===== src/rtl/top_entity_pkg.sv =====
// Shared definitions for the board counter slice.
//   CLK_HZ            - board clock frequency in Hz
//   CNT_W             - counter / display width
//   seg7_t            - active-low seven-segment pattern {g,f,e,d,c,b,a}
//   SEG_ZERO, SEG_ONE - glyphs for a binary '0' and '1'
//   bin2gray()        - natural binary to reflected Gray code
package top_entity_pkg;

    localparam int unsigned CLK_HZ = 50_000_000;
    localparam int unsigned CNT_W  = 5;

    typedef logic [6:0] seg7_t;

    localparam seg7_t SEG_ZERO = 7'b1000000;
    localparam seg7_t SEG_ONE  = 7'b1111001;

    function automatic logic [CNT_W-1:0] bin2gray(input logic [CNT_W-1:0] bin);
        return bin ^ (bin >> 1);
    endfunction

endpackage


===== src/rtl/sync_clock_gen.sv =====
// Divides the 50 MHz board clock down to the sync (count) clock.
// Parameter:
//   Frequency    - sync clock rate in Hz, 1..25_000_000
// Ports:
//   i_clock_50mhz - board clock, rising edge
//   i_reset       - asynchronous active-high reset
//   o_sync_clock  - divided clock, 50 % duty, period 1/Frequency
//   o_tick        - one-cycle pulse in the cycle where o_sync_clock goes 0->1
module sync_clock_gen
    import top_entity_pkg::*;
#(
    parameter int unsigned Frequency = 1
) (
    input  logic i_clock_50mhz,
    input  logic i_reset,
    output logic o_sync_clock,
    output logic o_tick
);

    localparam logic [31:0] HALF = 32'(CLK_HZ / (2 * Frequency));

    logic [31:0] div;
    logic        sync_q;
    logic        wrap;

    assign wrap = (div == HALF - 32'd1);

    always_ff @(posedge i_clock_50mhz or posedge i_reset) begin
        if (i_reset) begin
            div    <= '0;
            sync_q <= 1'b0;
        end else if (wrap) begin
            div    <= '0;
            sync_q <= ~sync_q;
        end else begin
            div    <= div + 32'd1;
        end
    end

    assign o_sync_clock = sync_q;
    // Tick is decoded from the current state so the counter steps on the
    // same edge that raises o_sync_clock.
    assign o_tick       = wrap && !sync_q;

endmodule


===== src/rtl/top_entity.sv =====
// Board counter top level: 5-bit up/down counter stepped by the sync clock,
// shown as binary or Gray on 5 LEDs and five 7-segment displays (one bit each).
// Build option: define COUNTER_SATURATE_EN to saturate at 0/31 instead of wrapping.
// Parameters:
//   Frequency - sync clock rate in Hz, 1..25_000_000
//   Initial   - value loaded while i_set is high
// Ports:
//   i_clock_50mhz - board clock, rising edge
//   i_reset       - asynchronous active-high reset
//   i_set         - load Initial (level, highest priority)
//   i_pause       - 1 = hold counter
//   i_count       - direction, 1 = up, 0 = down
//   i_type        - 0 = binary, 1 = Gray output code
//   o_HEXs        - active-low digits, o_HEXs[4] = MSB
//   o_LEDs        - displayed code, bit 4 = MSB
//   o_sync_clock  - divided clock
module top_entity
    import top_entity_pkg::*;
#(
    parameter int unsigned      Frequency = 1,
    parameter logic [CNT_W-1:0] Initial   = 5'b01001
) (
    input  logic       i_clock_50mhz,
    input  logic       i_reset,
    input  logic       i_set,
    input  logic       i_pause,
    input  logic       i_count,
    input  logic       i_type,
    output logic [6:0] o_HEXs [4:0],
    output logic [4:0] o_LEDs,
    output logic       o_sync_clock
);

    logic             tick;
    logic [CNT_W-1:0] cnt;
    logic [CNT_W-1:0] code;

    sync_clock_gen #(
        .Frequency (Frequency)
    ) u_sync_clock_gen (
        .i_clock_50mhz (i_clock_50mhz),
        .i_reset       (i_reset),
        .o_sync_clock  (o_sync_clock),
        .o_tick        (tick)
    );

    always_ff @(posedge i_clock_50mhz or posedge i_reset) begin
        if (i_reset) begin
            cnt <= '0;
        end else if (i_set) begin
            cnt <= Initial;
        end else if (i_pause) begin
            cnt <= cnt;
        end else if (tick) begin
`ifdef COUNTER_SATURATE_EN
            if (i_count && cnt != '1)
                cnt <= cnt + 1'b1;
            else if (!i_count && cnt != '0)
                cnt <= cnt - 1'b1;
`else
            cnt <= i_count ? cnt + 1'b1 : cnt - 1'b1;
`endif
        end
    end

    assign code   = i_type ? bin2gray(cnt) : cnt;
    assign o_LEDs = code;

    always_comb begin
        for (int unsigned k = 0; k < CNT_W; k++) begin
            o_HEXs[k] = code[k] ? SEG_ONE : SEG_ZERO;
        end
    end

endmodule


===== config.mk =====
export PLATFORM = sky130hd
export DESIGN_NAME = top_entity
export DESIGN_NICKNAME = d
export VERILOG_FILES = /design/src/rtl/top_entity_pkg.sv /design/src/rtl/sync_clock_gen.sv /design/src/rtl/top_entity.sv
export SDC_FILE = /design/constraint.sdc
export NUM_CORES = 1
export LEC_CHECK = 0
export ABC_AREA = 0
export ABC_CLOCK_PERIOD_IN_PS = 1800
export CAP_MARGIN = 20
export CORE_MARGIN = 1.5
export CORE_UTILIZATION = 46
export DETAILED_ROUTE_END_ITERATION = 8
export PLACE_DENSITY_LB_ADDON = 0.05
export SLEW_MARGIN = 10
export SYNTH_ARGS = -nofsm -noshare
export SYNTH_HDL_FRONTEND = slang
export SYNTH_SLANG_ARGS = --single-unit

===== constraint.sdc =====
create_clock -name i_clock_50mhz -period 1.8 [get_ports i_clock_50mhz]
set_input_delay 0.36 -clock i_clock_50mhz [delete_from_list [all_inputs] [get_ports i_clock_50mhz]]
set_output_delay 0.36 -clock i_clock_50mhz [all_outputs]
set_load 0.05 [all_outputs]

# Word-level counts from Yosys, hierarchy flattened
# Cells that the tools add are included.
[totals] ff_bits=38 latch_bits=0 ramBits=0 mem_bits_ro=0 input_bits=6 output_inout_bits=41 wordCells=25 n_memories=0
[op_classes] addsub=3 multipliers=0 div=0 order_cmp=0 n_eq_ne=2 shifts=0 n_mux=11 bitwise_logic=2 reduce_logical=4
[ops] operator="$add 32x1->32 const B" n=1
[ops] operator="$eq 32x25->1 const B" n=1
[ops] operator="$mux 32" n=1
[ops] operator="$mux 6" n=5
[ops] operator="$mux 5" n=5
[ops] operator="$add 5x1->5 const B" n=1
[ops] operator="$sub 5x1->5 const B" n=1
[ops] operator="$xor 5x4->5" n=1
[ops] operator="$ne 2x2->1 const B" n=1
[ops] operator="$reduce_and 2->1" n=1
[ops] operator="$reduce_bool 2->1" n=1
[ops] operator="$logic_and 1x1->1" n=1
[ops] operator="$logic_not 1->1" n=1
[ops] operator="$not 1->1" n=1

# Depth between registers and ports, before layout
# Gate-level depths: netlist of the first run.
[logic_depth] word_depth=5 mapped_depth=7 ltp_nobuf=7

# Modules after synthesis
# A second synthesis of the first run with hierarchy kept.
[hier_totals] hier_cells=233 area_unflattened_um2=2309.7
[modules_own_cells] module="sync_clock_gen" instances=1 cells_each=153 area_per_inst_um2=1644.1 seq_area_each_um2=825.8
[modules_own_cells] module="top_entity" instances=1 cells_each=80 area_per_inst_um2=665.6 seq_area_each_um2=125.1

# Least setup slack after synthesis of the first run
# No wires, ideal clock.
[synth_timing] path_type="register to output" startpoint="register cnt[4]" endpoint="output o_HEXs[24] (netlist bit)" arrival_time_ps=1830 t_required_ps=1440 path_slack_ps=-390 path_stages_with_launch=4 path_buffers=1 path_cell_list="dfrtp_1 > nand2_1 > xnor2_1 > buf_4"
[synth_lines] item="start: declaration" line_no="top_entity.sv:35" rtl="logic [CNT_W-1:0] cnt;"
[synth_lines] item="start signal: assignment" line_no="top_entity.sv:51" rtl="cnt <= Initial;"
[synth_lines] item="start signal: assignment" line_no="top_entity.sv:53" rtl="cnt <= cnt;"
[synth_lines] item="start signal: assignment" line_no="top_entity.sv:61" rtl="cnt <= i_count ? cnt + 1'b1 : cnt - 1'b1;"
[synth_lines] item="end: declaration" line_no="top_entity.sv:29" rtl="output logic [6:0] o_HEXs [4:0],"

==> results of run 1 <==
## logic make-up (layout without fill, tap and decap cells)
logic type,after synthesis,in the layout,synth area share
XOR/XNOR,34,34,0.129
adder cells (fa/ha/maj),5,5,0.0304
other,2,15,0.00326
buffers and inverters,45,70,0.136
flip-flops,38,38,0.412
AO/OA/AOI/OAI,14,14,0.0353
multiplexers,5,5,0.0222
AND/OR/NAND/NOR,93,93,0.232
## power breakdown
part           internal (W)            switching (W)
Combinational     0.0000572                 0.000133
Clock              0.000555                 0.000321
Sequential         0.000853  0.000000000000000000134
## flip-flops by register name, summed over array words and instances (netlist names)
name and cells:
u_sync_clock_gen.div 32, cnt 5, u_sync_clock_gen.o_sync_clock 1
## cell usage in the layout (no fill, tap or decap), types with 2 or more instances in the layout
cell type,instances
nor4_1,2
conb_1,15
inv_1,5
clkdlybuf4s50_1,3
ha_1,4
a21oi_1,6
mux2i_1,4
a21oi_2,2
bufinv_16,2
buf_4,24
xnor2_2,4
buf_6,2
xor2_1,19
nand4_1,7
dfrtp_1,37
and3_1,6
nor2_1,20
and4_1,3
nor4_2,2
xnor2_1,11
nand2_1,19
nor3_1,2
and2_1,3
and3_4,2
a21o_1,2
buf_12,25
nand3_1,13
clkbuf_8,5
o21ai_0,2
## worst min path at each step
stage | slack [ps] | to | cells past startpoint
2_1_floorplan | 420 | cnt[4] | 1
3_3_place_gp | 470 | u_sync_clock_gen.div[31] | 1
3_5_place_dp | 470 | u_sync_clock_gen.div[4] | 1
4_1_cts | 440 | u_sync_clock_gen.div[10] | 3
5_1_grt | 470 | u_sync_clock_gen.div[18] | 3
6_report | 430 | cnt[1] | 3
## repair_timing
action | in CTS | in global routing
pin swaps | 1 | 7
setup endpoints to repair | 21 | 33
setup buffers | 0 | 2
resized for setup | 5 | 11
## layer usage
metal,vias up,GRT usage
met5,-,0
met4,0,0.0679
met3,6,0.0439
met2,39,0.277
met1,802,0.264
li1,822,-
## layout make-up
class                   instances  area share
clock inverters                 3      0.0222
clock buffers                   5      0.0222
well taps                      67      0.0271
repair buffers                 56       0.241
multi-input cells             166       0.372
inverters                       6     0.00728
flip-flops and latches         38       0.308
## through the flow
step	hold slack, ps	total power, W	instances
6_report	429	0.00192	341
5_1_grt	470	0.00198	341
4_1_cts	435	0.00194	339
3_5_place_dp	466	0.00106	331
3_3_place_gp	466	0.00106	331
2_1_floorplan	423	0.00103	249
## worst reg2reg max path, cell delays in order (launching register included)
cell	delay, ps
dfrtp_1	410
fa_2	390
a21o_1	170
a21oi_2	150
xnor2_1	100
or3_1	300
a21oi_1	120
==> out/metrics.yaml, run 1 <==
run_status:
  status: "complete, no violations"
logic_synthesis:
  synth_area_leaders: "dfrtp_1 41%, buf_4 12%, xor2_1 7.2%"
  synth-edff-count: 0
  synth_commonest_cells: "38 x buf_4, 38 x dfrtp_1, 21 x nor2_1, 19 x nand2_1, 19 x xor2_1"
  synth.top_cell.area_share: 0.412
  ys_warn_count: 0
  synth-main-ff-cell: "dfrtp_1"
  netlist.top_cell.by_area: "dfrtp_1"
  netlist_area_mm2: 0.00231
  syn-instance-count: 236
  async_reset_ff_frac: 1.00
  ys_types: 37
  syn-mean-instance-area_um2: 9.77
  synth-seq-cells: 38
  yosysSeqAreaShare: 0.412
final_layout:
  num-fill-cells: 387
  antenna_cells: 0
  syn2layout_area_growth_pct: 34.2
  postLayoutCoreUtil: 0.647
  seqCellArea_um2: 952
  drive_gt1_frac: 0.307
  nets: 284
  multi_input_area_mm2: 0.00115
  fin_area_mm2: 0.00310
setup_path:
  path_delay_family: "buffers and inverters"
  cpPeakStageDelay_ps: 400
  crit_fanout: 5
  reg2reg_depth: 6
  critPathKind: "flop to primary output"
  critical_path_depth: 5
  start_kind: "flop"
  crit_path_end_kind: "primary output"
  critPathBufInv: 3
  rrSetupSlack_ps: 80
  cp-startpoint: "cnt[1]"
  r2r-start: "cnt[0]"
  required_ps: 1440
  crit_arrival_ps: 1390
  crit_path_top_delay_cell: "dfrtp_1"
  critPathMostFrequentCell: "buf_12"
  worstPathCellList: "buf_6, nand2_1, xnor2_2, buf_12, buf_12"
  crit_end: "o_HEXs[5]"
  r2r-end: "cnt[4]"
place:
  place_ws_ps: -502
  hpwl_mm: 3.34
  io_buffers: 31
  gp_congestion: 0.798
  post_dp_cell_area_mm2: 0.00291
detailed_routing:
  routed-via-count: 1669
  routed_wl_mm: 4.54
  met3_length_um: 171
  final_antenna_net_count: 0
  drtIter0Drc: 103
  vias_per_cell: 4.89
  wl_per_cell_um: 13.3
  met1Wirelength_mm: 2.22
  drc: 0
  drtPass1Iterations: 4
  topRoutingLayerUsed: "met4"
  wl_met2_mm: 2.09
worst_hold_path:
  hold_path.class: "input pin to asynchronous set/reset pin"
sta:
  drv_slew: 0
  rsz0062_at_grt: "yes"
  post-route-period-util: 0.971
  setup_viol: 0
  max_freq_mhz: 572
  fin_ws_ps: 51.5
  period_minus_slack_ps: 1750
  fin_tns_setup_ps: 0
  fin_skew_ps: 9.29
  finalHoldViolCount: 0
floorplanning:
  dieArea_mm2: 0.00545
  die_y_um: 73.8
  ios: 47
  start_util: 0.482
  core-area_mm2: 0.00479
  row_count: 25
  die_w_um: 73.8
global_route:
  antenna_found_initial: 0
  globalRouteOverflowTotal: 0
  grt_use_total: 0.186
  grt_pass1_wl_mm: 7.57
  grt_pass1_vias: 1532
  grt_max_degree: 39
clock_tree:
  cts.sinks: 38
  root_buffer: "clkbuf_8"
  cts_hold_buffers: 0
  clk_latency_ps: 300
  htreeDepth: 2
  cts_buffers: 5
  cts_tree: "built"
  cts_buffer_depth: 2
  clk_pin_slew_ps: 80
pwr:
  power_density_mw_per_mm2: 620
  p_leak_nw: 1.51
  ir_worst_vdd_mv: 0.492
flow_run:
  drv_cap: 0
Power figures use the tool's default switching activity.
==> run 2: changes to the inputs <==
- ABC_CLOCK_PERIOD_IN_PS: 1800 -> 2100
- CORE_UTILIZATION: 46 -> 55
- clock period: 1.8 -> 2.1 ns (I/O delays scaled with it)
==> out/metrics.yaml, run 2 (synthesis gave the netlist of run 1 again) <==
global_route:
  grt_pass1_vias: 1531
  grt_use_total: 0.217
  globalRouteOverflowTotal: 0
  antenna_found_initial: 0
  grt_pass1_wl_mm: 7.35
  grt_max_degree: 39
pwr:
  power_density_mw_per_mm2: 485
  p_leak_nw: 1.41
  ir_worst_vdd_mv: 0.410
floorplanning:
  start_util: 0.572
  die_w_um: 67.8
  row_count: 23
  ios: 47
  core-area_mm2: 0.00403
  dieArea_mm2: 0.00459
  die_y_um: 67.8
setup_path:
  crit_fanout: 8
  critPathBufInv: 1
  rrSetupSlack_ps: 190
  crit_path_end_kind: "primary output"
  critPathKind: "flop to primary output"
  cpPeakStageDelay_ps: 840
  worstPathCellList: "clkdlybuf4s50_1"
  start_kind: "flop"
  required_ps: 1680
  path_delay_family: "buffers and inverters"
  crit_arrival_ps: 1590
  crit_path_top_delay_cell: "clkdlybuf4s50_1"
clock_tree:
  cts_buffer_depth: 2
  cts.sinks: 38
  clk_latency_ps: 290
  cts_tree: "built"
  cts_buffers: 5
  htreeDepth: 2
  cts_hold_buffers: 0
  root_buffer: "clkbuf_8"
  clk_pin_slew_ps: 80
  post_cts_buffers: 0
final_layout:
  syn2layout_area_growth_pct: 26.7
  num-fill-cells: 313
  largest_reg_flops: 32
  postLayoutCoreUtil: 0.725
  antenna_cells: 0
  final_common_cell: "dfrtp_1"
  drive_gt1_frac: 0.229
  mostFrequentLayoutCells: "38 x dfrtp_1, 24 x buf_12, 21 x nor2_1"
  nets: 272
  regMostFlops: "u_sync_clock_gen.div"
  fin_area_mm2: 0.00292
flow_run:
  drv_cap: 0
sta:
  drv_slew: 0
  setup_viol: 0
  max_freq_mhz: 497
  post-route-period-util: 0.958
  finalHoldViolCount: 0
  fin_skew_ps: 5.73
  fin_tns_setup_ps: 0
  rsz0062_at_grt: "no"
  whs_ps: 487
  period_minus_slack_ps: 2010
  fin_ws_ps: 88.5
detailed_routing:
  vias_per_cell: 5.33
  routed_wl_mm: 4.46
  routed-via-count: 1662
  final_antenna_net_count: 0
  wl_per_cell_um: 14.3
  drtPass1Iterations: 4
  drc: 0
  drtIter0Drc: 89
run_status:
  status: "complete, no violations"
place:
  hpwl_mm: 3.41
  gp_congestion: 0.864
  io_buffers: 31
  place_ws_ps: -303
  post_dp_cell_area_mm2: 0.00282
worst_hold_path:
  hold_path.class: "flop to flop"
-- run 2: worst reg2reg max path: stages, from the launching register on --
cell and delay [ps]:
dfrtp_1 450, nor4_1 370, and4_2 350, nand2_1 160
nor2_1 200, buf_4 210, nor2_1 60
-- run 2: worst paths after layout --
kind	startpoint	to	cells after the start
min reg2reg	u_sync_clock_gen.div[31]	u_sync_clock_gen.div[31]	1
min in group asynchronous	i_reset	u_sync_clock_gen.o_sync_clock	3
min	u_sync_clock_gen.div[31]	u_sync_clock_gen.div[31]	1
max in group asynchronous	i_reset	u_sync_clock_gen.div[16]	3
max reg2reg	u_sync_clock_gen.div[6]	u_sync_clock_gen.div[5]	6
max	cnt[4]	o_HEXs[32]	1
-- run 2: cell type report --
class	instances	area [um^2]	area share
sequential	38	951	0.325
multi-input combinational	166	1130	0.387
clock buffer	6	82.6	0.0283
clock inverter	2	12.5	0.00428
timing repair buffer	44	661	0.226
tap	50	62.6	0.0214
inverter	6	22.5	0.00771
-- run 2: power by group --
group / switching (W) / internal (W)
clock network: 0.000262 / 0.000264
registers: 0.000000000000000000186 / 0.000731
logic: 0.000114 / 0.0000478
total: 0.000376 / 0.00104
-- run 2: stage by stage --
stage	cells	total power, W
finish	312	0.00142
global route	312	0.00146
CTS	312	0.00143
detailed placement	304	0.000907
global placement	304	0.000905
floorplan	249	0.000879
-- run 2: timing repair --
| item | CTS | global route |
|---|---|---|
| endpoints found under the setup margin | 1 | 1 |
| endpoints found under the hold margin | 0 | 0 |
| gates resized for setup | 1 | 4 |
-- run 2: metal layers --
metal,GRT usage,up-vias,wire [um]
li1,-,805,-
met1,0.294,787,2010
met2,0.357,59,2150
met3,0.0350,11,204
met4,0.0638,0,95
met5,0,-,0
==> RTL change, RTL diff (settings of run 1) <==
Register the output `o_LEDs`, cleared by the reset; this adds one clock of latency there. The other outputs are not delayed to match.
--- a/src/rtl/top_entity.sv
+++ b/src/rtl/top_entity.sv
@@ -65,5 +65,11 @@
 
     assign code   = i_type ? bin2gray(cnt) : cnt;
-    assign o_LEDs = code;
+    always_ff @(posedge i_clock_50mhz or posedge i_reset) begin
+        if (i_reset) begin
+            o_LEDs <= '0;
+        end else begin
+            o_LEDs <= code;
+        end
+    end
 
     always_comb begin
Behaviour: not the same (a bounded check fails within 4 cycles, from zero or initial values and one cycle with i_reset high).
==> RTL change against run 1 <==
  * Area after synthesis grew 5.2%
  * Die area grew 5.0%
  * Worst hold slack lost 0.030 ns
  * Non-clock buffer count grew 32
  * Worst setup slack lost 0.17 ns
  * Power shrank 4.8%
  * Final area grew 14%
  * Routed wire length grew 16%
  * Via count grew 14%
  * The flow now finishes with violations (setup timing)
  * Register-to-register slack lost 0.20 ns
  * Sequential cell count grew 5
==> RTL change: results (changes against run 1) <==
OUTCOME
---------------------------------------------------------------------------
Result of the run                                              finished with violations
Violations in the final reports                                setup timing

TIMING
---------------------------------------------------------------------------
WHS                                                                0.399 ns   -0.0300 ns
Total negative slack                                              -0.957 ns   -0.957 ns
Worst Clk Skew                                                   0.00839 ns   -0.000894 ns
Final setup violation count                                              18   +18
Setup ws final                                                    -0.118 ns   -0.170 ns

PLACEMENT
---------------------------------------------------------------------------
Worst-case setup slack after placement                            -0.563 ns   -0.0610 ns
Number of instances in the placed design                                378   +14%
Final HPWL from detailed placement                                  3940 µm   +18%
Post-DP Area                                                       3250 µm²   +12%

WORST SETUP PATH
---------------------------------------------------------------------------
Critical Path Source                                           u_sync_clock_gen.div[6]
Worst-path fanout max                                                     4   -1
Capture point of the worst reg-to-reg path                           cnt[4]
Worst Path Class, Setup                                             reg2reg
Worst path max stage delay                                          0.58 ns   +0.18 ns
Critical-path cell with the highest stage delay                       or4_4
Family with the most delay on the worst path                   simple AND/OR/NAND/NOR gates
Arrival time of the worst setup path                                2.13 ns   +0.74 ns
Number of cells on the worst reg-to-reg path                              5   -1

LOGIC SYNTHESIS
---------------------------------------------------------------------------
Leading cell types by total area after synthesis               dfrtp_1, buf_4, xnor2_1
Share of synthesized area occupied by flip-flops and latches          0.444   +0.0314
Total of flip-flops plus latches after synthesis                         43   +13%
Compound-Gate Fraction of Synth Area                                 0.0449   +0.00962
Leading post-synthesis cells by instance count                 dfrtp_1, buf_4, nand2_1, nor2_1, xnor2_1
Mapped Cells                                                            245   +3.8%
Adder-cell share of the synthesized area                             0.0289   -0.00149
Multiplexer fraction of the synthesized cell area                    0.0165   -0.00573

LAYOUT
---------------------------------------------------------------------------
Final cell count without fillers                                        391   +15%
Count of multi-input combinational gates                                177   +6.6%
Proportion of cell area occupied by multi-input gates                 0.369   -0.00303
Clock Buffer Count                                                        8   +3
Count of plain and timing-repair buffers in the layout                   88   +57%
Fill cell instance count of the final layout                            398   +2.8%
Fraction of layout instances using a drive strength above 1           0.383   +0.0766
Non-clock buffer contribution to total cell area                      0.267   +0.0259
Final net count                                                         331   +17%
Fraction of area in registers                                         0.305   -0.00250
Non-clock inverter total of the final layout                              5   -1
Clock-cell share of area                                             0.0283   -0.0161

ROUTING
---------------------------------------------------------------------------
Drt initial violations                                                   58   -44%
Routed wire length                                                  5270 µm   +16%
Via density                                                            4.88   -0.25%

POWER AND IR DROP
---------------------------------------------------------------------------
IR drop worst, VDD                                                 0.347 mV   -29%
Total leakage power                                                 1.66 nW   +10%
Share of total power in sequential cells                              0.529   +0.085
Power Internal                                                    0.00137 W   -6.2%
Power in sequential cells                                        0.000966 W   +13%

CTS
---------------------------------------------------------------------------
Number of resized instances in the post-cts repair step                   6   +1

GLOBAL ROUTING
---------------------------------------------------------------------------
Number of global-route vias before repair                              1803   +18%
Largest net degree at the start of global routing                        44   +13%
Global-route wire length before repair                              8400 µm   +11%

[RTL change: changes by cell type in the layout (fill, tap and decap cells not counted), moves of 3 or more]
| cell | delta |
|---|---|
| a21oi_1 | -3 |
| buf_12 | -5 |
| buf_4 | +33 |
| buf_6 | +4 |
| dfrtp_1 | +5 |
| nand2b_1 | +3 |
| nand3_1 | +3 |
| nor2_1 | -7 |
| nor2_2 | +3 |
| nor2_4 | +3 |
| nor3_1 | +3 |
| o21ai_1 | +5 |
| xnor2_1 | +3 |
| xor2_1 | -5 |
[RTL change: metal layers]
| layer | vias up | track usage | part of all wire |
|---|---|---|---|
| li1 | 945 | - | - |
| met1 | 919 | 0.276 | 0.45 |
| met2 | 37 | 0.318 | 0.50 |
| met3 | 8 | 0.0423 | 0.035 |
| met4 | 0 | 0.0694 | 0.015 |
| met5 | - | 0 | 0 |
